**src/rtl/bnn_pkg.sv**
```systemverilog
// Shared BNN definitions: BPUG instruction field map, sequencer states
// and group geometry defaults.
package bnn_pkg;

    localparam int ADDR_W_DEF   = 10;
    localparam int N_BPU_DEF    = 8;
    localparam int WGT_ROWS_DEF = 7;

    localparam int INSTR_W     = 13;
    localparam int OP_LSB      = 0;
    localparam int OP_FW       = 5;
    localparam int DSEL_BIT    = 5;
    localparam int EN_LSB      = 6;
    localparam int EN_W        = 2;
    localparam int IMG_UP_BIT  = 8;
    localparam int IMG_SEL_BIT = 9;
    localparam int WSEL_LSB    = 10;
    localparam int WSEL_W      = 3;

    localparam logic [OP_FW-1:0] OP_NOP = 5'd0;

    localparam logic [EN_W-1:0] EN_NONE = 2'b00;
    localparam logic [EN_W-1:0] EN_WGT  = 2'b01;
    localparam logic [EN_W-1:0] EN_IMG  = 2'b10;

    typedef enum logic [2:0] {
        S_IDLE,
        S_LD_WGT,
        S_LD_IMG_LO,
        S_LD_IMG_HI,
        S_COMPUTE,
        S_SHIFT,
        S_FIN
    } seq_state_e;

    function automatic logic [INSTR_W-1:0] mk_instr(
        input logic [OP_FW-1:0]  op,
        input logic              dsel,
        input logic [EN_W-1:0]   en,
        input logic              up,
        input logic              isel,
        input logic [WSEL_W-1:0] wsel
    );
        logic [INSTR_W-1:0] r;
        r = '0;
        r[OP_LSB +: OP_FW]    = op;
        r[DSEL_BIT]           = dsel;
        r[EN_LSB +: EN_W]     = en;
        r[IMG_UP_BIT]         = up;
        r[IMG_SEL_BIT]        = isel;
        r[WSEL_LSB +: WSEL_W] = wsel;
        return r;
    endfunction

endpackage

```
**src/rtl/bpug_sequencer_if.sv**
```systemverilog
// Buffer read port plus the cycle-aligned BPUG instruction/data stream.
interface bpug_sequencer_if #(
    parameter int ADDR_W = bnn_pkg::ADDR_W_DEF
) ();

    logic                         rd_en;
    logic [ADDR_W-1:0]            rd_addr;
    logic [7:0]                   rd_data;
    logic                         sel;
    logic [bnn_pkg::INSTR_W-1:0]  instr;
    logic [7:0]                   data;

    modport master (
        output rd_en, rd_addr, sel, instr, data,
        input  rd_data
    );

    modport slave (
        input  rd_en, rd_addr, sel, instr, data,
        output rd_data
    );

endinterface

```
**src/rtl/bpug_issue_stage.sv**
```systemverilog
// One-deep alignment register: holds the issued beat until its buffer
// data returns; a flush drops it.
module bpug_issue_stage
    import bnn_pkg::*;
(
    input  logic               clk,
    input  logic               rst_n,
    input  logic               flush_i,
    input  logic               vld_i,
    input  logic [INSTR_W-1:0] instr_i,
    input  logic               load_i,
    input  logic               last_i,
    output logic               sel_o,
    output logic [INSTR_W-1:0] instr_o,
    output logic               load_o,
    output logic               last_o
);

    logic               sel_q;
    logic [INSTR_W-1:0] instr_q;
    logic               load_q;
    logic               last_q;

    always_ff @(posedge clk or negedge rst_n) begin
        if (!rst_n) begin
            sel_q   <= 1'b0;
            instr_q <= '0;
            load_q  <= 1'b0;
            last_q  <= 1'b0;
        end else if (flush_i) begin
            sel_q   <= 1'b0;
            instr_q <= '0;
            load_q  <= 1'b0;
            last_q  <= 1'b0;
        end else begin
            sel_q   <= vld_i;
            instr_q <= vld_i ? instr_i : '0;
            load_q  <= vld_i & load_i;
            last_q  <= vld_i & last_i;
        end
    end

    assign sel_o   = sel_q;
    assign instr_o = instr_q;
    assign load_o  = load_q;
    assign last_o  = last_q;

endmodule

```
**src/rtl/bpug_sequencer.sv**
```systemverilog
// BPUG issue sequencer: weight load, image load and row compute for
// one tile job, streamed into a single BPUG.
module bpug_sequencer
    import bnn_pkg::*;
#(
    parameter int ADDR_W   = ADDR_W_DEF,
    parameter int N_BPU    = N_BPU_DEF,
    parameter int WGT_ROWS = WGT_ROWS_DEF,
    parameter int OP_W     = OP_FW
) (
    input  logic              clk,
    input  logic              rst_n,
    input  logic              start,
    input  logic              abort,
    input  logic [OP_W-1:0]   cfg_op,
    input  logic [3:0]        cfg_rows,
    input  logic [ADDR_W-1:0] cfg_wgt_base,
    input  logic [ADDR_W-1:0] cfg_img_base,
    bpug_sequencer_if.master  bus,
    output logic              busy,
    output logic              done
);

    localparam int NW = N_BPU * WGT_ROWS;
    localparam int KW = (NW > 16) ? $clog2(NW) : 4;
    localparam int WW = (WGT_ROWS > 2) ? $clog2(WGT_ROWS) : 1;

    localparam logic [KW-1:0] K_WLAST = KW'(NW - 1);
    localparam logic [KW-1:0] K_ILAST = KW'(7);
    localparam logic [WW-1:0] W_LAST  = WW'(WGT_ROWS - 1);

    seq_state_e         state_q;
    logic [KW-1:0]      k_q;
    logic [WW-1:0]      w_q;
    logic [WSEL_W-1:0]  b_q;
    logic               ph_q;
    logic [3:0]         row_q;

    logic [OP_W-1:0]    op_q;
    logic [3:0]         rows_q;
    logic [ADDR_W-1:0]  wbase_q;
    logic [ADDR_W-1:0]  ibase_q;

    logic               rd_en_q;
    logic [ADDR_W-1:0]  rd_addr_q;
    logic               a_vld_q;
    logic               a_load_q;
    logic               a_last_q;
    logic [INSTR_W-1:0] a_instr_q;
    logic               done_q;

    logic               sel_s;
    logic               load_s;
    logic               last_s;
    logic [INSTR_W-1:0] instr_s;
    logic               kill;

    // Abort only acts while a job or its trailing beats are in flight.
    assign busy = (state_q != S_IDLE) | a_vld_q | sel_s;
    assign kill = abort & busy;

    always_ff @(posedge clk or negedge rst_n) begin
        if (!rst_n) begin
            state_q   <= S_IDLE;
            k_q       <= '0;
            w_q       <= '0;
            b_q       <= '0;
            ph_q      <= 1'b0;
            row_q     <= '0;
            op_q      <= '0;
            rows_q    <= '0;
            wbase_q   <= '0;
            ibase_q   <= '0;
            rd_en_q   <= 1'b0;
            rd_addr_q <= '0;
            a_vld_q   <= 1'b0;
            a_load_q  <= 1'b0;
            a_last_q  <= 1'b0;
            a_instr_q <= '0;
            done_q    <= 1'b0;
        end else begin
            rd_en_q   <= 1'b0;
            a_vld_q   <= 1'b0;
            a_load_q  <= 1'b0;
            a_last_q  <= 1'b0;
            a_instr_q <= '0;
            done_q    <= last_s & ~kill;
            if (kill) begin
                state_q <= S_IDLE;
                k_q     <= '0;
                w_q     <= '0;
                b_q     <= '0;
                ph_q    <= 1'b0;
                row_q   <= '0;
            end else begin
                unique case (state_q)
                    S_IDLE: begin
                        if (start && !busy) begin
                            op_q    <= cfg_op;
                            rows_q  <= cfg_rows;
                            wbase_q <= cfg_wgt_base;
                            ibase_q <= cfg_img_base;
                            k_q     <= '0;
                            w_q     <= '0;
                            b_q     <= '0;
                            state_q <= S_LD_WGT;
                        end
                    end
                    S_LD_WGT: begin
                        rd_en_q   <= 1'b1;
                        rd_addr_q <= wbase_q + ADDR_W'(k_q);
                        a_vld_q   <= 1'b1;
                        a_load_q  <= 1'b1;
                        a_instr_q <= mk_instr(OP_NOP, 1'b0, EN_WGT,
                                              1'b0, 1'b0, b_q);
                        k_q       <= k_q + KW'(1);
                        if (w_q == W_LAST) begin
                            w_q <= '0;
                            b_q <= b_q + WSEL_W'(1);
                        end else begin
                            w_q <= w_q + WW'(1);
                        end
                        if (k_q == K_WLAST) begin
                            k_q     <= '0;
                            state_q <= S_LD_IMG_LO;
                        end
                    end
                    S_LD_IMG_LO: begin
                        rd_en_q   <= 1'b1;
                        rd_addr_q <= ibase_q + ADDR_W'(k_q[2:0]);
                        a_vld_q   <= 1'b1;
                        a_load_q  <= 1'b1;
                        a_instr_q <= mk_instr(OP_NOP, 1'b0, EN_IMG,
                                              1'b0, 1'b0, '0);
                        k_q       <= k_q + KW'(1);
                        if (k_q == K_ILAST) begin
                            k_q     <= '0;
                            state_q <= S_LD_IMG_HI;
                        end
                    end
                    S_LD_IMG_HI: begin
                        rd_en_q   <= 1'b1;
                        rd_addr_q <= ibase_q + ADDR_W'({1'b1, k_q[2:0]});
                        a_vld_q   <= 1'b1;
                        a_load_q  <= 1'b1;
                        a_instr_q <= mk_instr(OP_NOP, 1'b0, EN_IMG,
                                              1'b0, 1'b1, '0);
                        k_q       <= k_q + KW'(1);
                        if (k_q == K_ILAST) begin
                            k_q   <= '0;
                            ph_q  <= 1'b0;
                            row_q <= '0;
                            if (rows_q == 4'd0) begin
                                a_last_q <= 1'b1;
                                state_q  <= S_FIN;
                            end else begin
                                state_q  <= S_COMPUTE;
                            end
                        end
                    end
                    S_COMPUTE: begin
                        a_vld_q   <= 1'b1;
                        a_instr_q <= mk_instr(OP_FW'(op_q), ph_q, EN_NONE,
                                              1'b0, 1'b0, '0);
                        ph_q      <= ~ph_q;
                        if (ph_q) begin
                            state_q <= S_SHIFT;
                        end
                    end
                    S_SHIFT: begin
                        a_vld_q   <= 1'b1;
                        a_instr_q <= mk_instr(OP_NOP, 1'b0, EN_NONE,
                                              1'b1, 1'b0, '0);
                        row_q     <= row_q + 4'd1;
                        ph_q      <= 1'b0;
                        if (row_q == rows_q - 4'd1) begin
                            a_last_q <= 1'b1;
                            state_q  <= S_FIN;
                        end else begin
                            state_q  <= S_COMPUTE;
                        end
                    end
                    S_FIN: begin
                        state_q <= S_IDLE;
                    end
                    default: begin
                        state_q <= S_IDLE;
                    end
                endcase
            end
        end
    end

    bpug_issue_stage u_issue (
        .clk     (clk),
        .rst_n   (rst_n),
        .flush_i (kill),
        .vld_i   (a_vld_q),
        .instr_i (a_instr_q),
        .load_i  (a_load_q),
        .last_i  (a_last_q),
        .sel_o   (sel_s),
        .instr_o (instr_s),
        .load_o  (load_s),
        .last_o  (last_s)
    );

    assign bus.rd_en   = rd_en_q;
    assign bus.rd_addr = rd_addr_q;
    assign bus.sel     = sel_s;
    assign bus.instr   = instr_s;
    assign bus.data    = load_s ? bus.rd_data : 8'h00;
    assign done        = done_q;

endmodule

```
**src/flat_wrapper.sv**
```systemverilog
// flat-port wrapper written by rule: the top's interface ports become plain ports
module bpug_sequencer_flat import bnn_pkg::*;
#(
    parameter int ADDR_W   = ADDR_W_DEF,
    parameter int N_BPU    = N_BPU_DEF,
    parameter int WGT_ROWS = WGT_ROWS_DEF,
    parameter int OP_W     = OP_FW
)
  (clk, rst_n, start, abort, cfg_op, cfg_rows, cfg_wgt_base, cfg_img_base, busy, done, bus_rd_en, bus_rd_addr, bus_sel, bus_instr, bus_data, bus_rd_data);
  bpug_sequencer_if #(.ADDR_W(ADDR_W)) bus_i ();
  input  logic clk;
  input  logic rst_n;
  input  logic start;
  input  logic abort;
  input  logic [OP_W-1:0] cfg_op;
  input  logic [3:0] cfg_rows;
  input  logic [ADDR_W-1:0] cfg_wgt_base;
  input  logic [ADDR_W-1:0] cfg_img_base;
  output logic busy;
  output logic done;
  output wire logic [$bits(bus_i.rd_en)-1:0] bus_rd_en;
  output wire logic [$bits(bus_i.rd_addr)-1:0] bus_rd_addr;
  output wire logic [$bits(bus_i.sel)-1:0] bus_sel;
  output wire logic [$bits(bus_i.instr)-1:0] bus_instr;
  output wire logic [$bits(bus_i.data)-1:0] bus_data;
  input wire logic [$bits(bus_i.rd_data)-1:0] bus_rd_data;
  assign bus_rd_en = bus_i.rd_en;
  assign bus_rd_addr = bus_i.rd_addr;
  assign bus_sel = bus_i.sel;
  assign bus_instr = bus_i.instr;
  assign bus_data = bus_i.data;
  assign bus_i.rd_data = bus_rd_data;
  bpug_sequencer #(.ADDR_W(ADDR_W), .N_BPU(N_BPU), .WGT_ROWS(WGT_ROWS), .OP_W(OP_W)) u_core (.clk(clk), .rst_n(rst_n), .start(start), .abort(abort), .cfg_op(cfg_op), .cfg_rows(cfg_rows), .cfg_wgt_base(cfg_wgt_base), .cfg_img_base(cfg_img_base), .bus(bus_i), .busy(busy), .done(done));
endmodule
```
**config.mk**
```make
export PLATFORM = sky130hd
export DESIGN_NAME = bpug_sequencer_flat
export DESIGN_NICKNAME = d
export VERILOG_FILES = /design/src/rtl/bnn_pkg.sv /design/src/rtl/bpug_sequencer_if.sv /design/src/rtl/bpug_issue_stage.sv /design/src/rtl/bpug_sequencer.sv /design/src/flat_wrapper.sv
export SDC_FILE = /design/constraint.sdc
export NUM_CORES = 1
export LEC_CHECK = 0
export CAP_MARGIN = 20
export CELL_PAD_IN_SITES_DETAIL_PLACEMENT = 0
export CELL_PAD_IN_SITES_GLOBAL_PLACEMENT = 1
export CORE_UTILIZATION = 25
export CTS_CLUSTER_SIZE = 40
export DETAILED_ROUTE_END_ITERATION = 7
export PLACE_DENSITY = 0.55
export SLEW_MARGIN = 20
export SYNTH_ARGS = -nofsm -noshare
export SYNTH_HDL_FRONTEND = slang
export SYNTH_SLANG_ARGS = --single-unit
```
**constraint.sdc**
```tcl
create_clock -name clk -period 2.94 [get_ports clk]
set_input_delay 0.588 -clock clk [delete_from_list [all_inputs] [get_ports clk]]
set_output_delay 0.588 -clock clk [all_outputs]
set_load 0.02 [all_outputs]
```
==> flow_summary.json <==
{
  "run_status": "completed",
  "slowest_delay_ps": 590,
  "slew_viol_final": 0,
  "placed_area_um2": 5570,
  "drc_errors": 0,
  "seq_power_share_pct": 38.2,
  "cts.path.max_buffers": 2,
  "synth_area_leaders": "dfrtp_1 51%, ha_1 4.2%, and2_1 3.9%",
  "netlist.area_leader.share_pct": 51.1,
  "ys.flop_type": "dfrtp_1",
  "core_um2": 17400,
  "cts_made_buffers": 9,
  "ios": 76,
  "arrival_ps": 2000,
  "ctsResizeCount": 0,
  "synthArstFlopShare_pct": 100,
  "clk_latency_ps": 340,
  "synth_most_common_cell": "dfrtp_1",
  "crit_chain": "buf_4 > nor3_2 > nand2_1 > clkdlybuf4s50_1",
  "cts-root-buf": "clkbuf_16",
  "layout-drive-gt1-share_pct": 12.1,
  "skew_ps": 7.38,
  "rows": 48,
  "maxCapViolCount": 0,
  "grt_pass1_wl_um": 17500,
  "worstReg2RegEnd": "u_core.bus.rd_addr[6]",
  "tightest_slew_ps": 643,
  "path_class": "reg -> out",
  "r2r_start": "u_core.k_q[0]",
  "syn_nets": 472,
  "gp_congestion": 0.741,
  "final_area_um2": 5850,
  "place_inst": 714,
  "required_ps": 2350,
  "finalHoldViolations": 0,
  "max_slew_margin_pct": 56.8,
  "rsz0062_at_grt": "false",
  "instances_no_fill": 730,
  "clk_pin_slew_ps": 70,
  "ctsHoldBuffers": 0,
  "fillerInstances": 1792,
  "h-tree-depth": 3,
  "switching_power_w": 0.00186,
  "yosysWarnings": 0,
  "nNetsFinal": 558,
  "grt_pass1_vias": 3307,
  "p_clk_share_pct": 22.2,
  "vias_per_cell": 4.66,
  "dieArea_um2": 18500,
  "totalWireLength_um": 10800,
  "wl_per_cell_um": 14.8,
  "syn_avg_cell_area_um2": 10.9,
  "post_cts_buffers": 0,
  "cts_tree": "yes",
  "antenna_cells": 0,
  "hpwl_um": 7950,
  "synth_area_leader_cell": "dfrtp_1",
  "synth-edff-count": 0,
  "crit_slowest_cell": "clkdlybuf4s50_1",
  "grt_max_degree": 52,
  "hold_class": "in -> async",
  "cp-start-kind": "flip-flop",
  "power_density_nw_per_um2": 859,
  "fp.dieH_um": 136,
  "antenna_found_initial": 0,
  "setup_viol": 0,
  "setup-tns-final_ps": 0,
  "max_freq_ghz": 0.387,
  "worstSetupEndpointType": "primary output",
  "ant_nets": 0,
  "num_vias": 3404,
  "min_period_ps": 2580,
  "start_util_pct": 25.8,
  "overflow": 0,
  "syn_to_final_growth_pct": 30.0,
  "netlist_instances": 414,
  "synth_area_um2": 4500,
  "grt_util_all_layers_pct": 12.5,
  "clock_sinks": 92,
  "ir_worst_vdd_mv": 0.309,
  "switching_share_pct": 37.1,
  "synth_seq_cells": 92,
  "yosysSeqAreaShare_pct": 51.1,
  "regToRegSetupSlack_ps": 580,
  "post-route-period-util_pct": 87.9,
  "reg2regPathDepth": 7,
  "portBuffers": 75,
  "ys_top_cells_by_count": "92 x dfrtp_1, 36 x nand2_1, 28 x and2_1, 26 x o21ai_0, 23 x nor2_1",
  "p_leak_nw": 2.65,
  "dr.pass1.iters": 4,
  "crit_fanout": 10,
  "whs_ps": 251,
  "yosys.cell_types.count": 61,
  "power_frac_comb_pct": 39.6,
  "p_int_w": 0.00316,
  "drt-initial-drc-count": 172,
  "die_w_um": 136
}
metal layers:
layer,global-route usage [%],wire [um],vias up
li1,-,-,1659
met1,16.8,5270,1668
met2,19.1,4980,68
met3,2.42,399,9
met4,6.17,158,0
met5,0,0,-
area by class of cell:
type / instances / area, um^2 / area share, %
Clock inverter: 6 / 47.5 / 0.812
Tap cell: 225 / 282 / 4.81
Sequential cell: 92 / 2300 / 39.3
Timing Repair Buffer: 87 / 851 / 14.5
Inverter: 13 / 48.8 / 0.834
Multi-Input combinational cell: 297 / 2080 / 35.6
Clock buffer: 10 / 239 / 4.08
power groups by stage:
stage / Sequential, W / Clock, W / Combinational, W
after floorplan: 0.00193 / 0 / 0.00132
after CTS: 0.00193 / 0.00118 / 0.00202
after global placement: 0.00195 / 0 / 0.00200
after detailed placement: 0.00195 / 0 / 0.00200
after global routing: 0.00197 / 0.00123 / 0.00222
final: 0.00192 / 0.00112 / 0.00199
state kept, by name, indices dropped and copies added, names as in the netlist, 4 cells and up:
| name | count |
|---|---|
| u_core.rows_q | 4 |
| u_core.u_issue.instr_o | 13 |
| u_core.ibase_q | 10 |
| u_core.a_instr_q | 13 |
| u_core.bus.rd_addr | 10 |
| u_core.k_q | 6 |
| u_core.row_q | 4 |
| u_core.wbase_q | 10 |
| u_core.op_q | 5 |
layout by cell type, fill, tap and decap left out, types with 10 or more instances in the layout:
cell,instances
o21ai_1,11
mux2_4,10
nor3_1,10
and3_1,10
ha_1,15
dfrtp_1,92
nand2_1,36
mux2_2,13
buf_4,12
nor2_1,23
nand3_1,14
a21oi_1,12
o21ai_0,26
clkdlybuf4s50_1,74
inv_1,10
and2_1,28
worst max path at each step:
stage                                  from               endpoint  slack, ps  cells after the start
after floorplan               u_core.k_q[0]  u_core.bus.rd_addr[6]        750                      7
after global placement                abort      u_core.state_q[1]        520                      8
after detailed placement              abort          u_core.k_q[3]        510                      7
after CTS                 u_core.state_q[2]                   busy        330                      4
after global routing      u_core.state_q[2]                   busy        240                      4
final                     u_core.state_q[2]                   busy        360                      4
worst max-delay path, delay by kind of cell, from the launching register on:
| family | cells | cell delay (ps) |
|---|---|---|
| buffers and inverters | 2 | 770 |
| AND/OR/NAND/NOR | 2 | 500 |
| flip-flops | 1 | 390 |
through the flow:
step	total power, W	utilization [%]	setup WS, ps
finish	0.00503	33.6	356
global route	0.00542	33.6	242
CTS	0.00513	33.6	332
detailed placement	0.00395	32.0	508
global placement	0.00395	32.0	519
floorplan	0.00325	-	748
logic make-up after synthesis:
logic type | share of synthesized area (%)
compound gates | 13.2
xor+xnor | 2.33
fa+ha+maj | 5.06
buf+inv | 2.72
flops | 51.1
mux | 9.28
simple gates | 16.2
No activity file was read; power rests on OpenSTA's default activity.
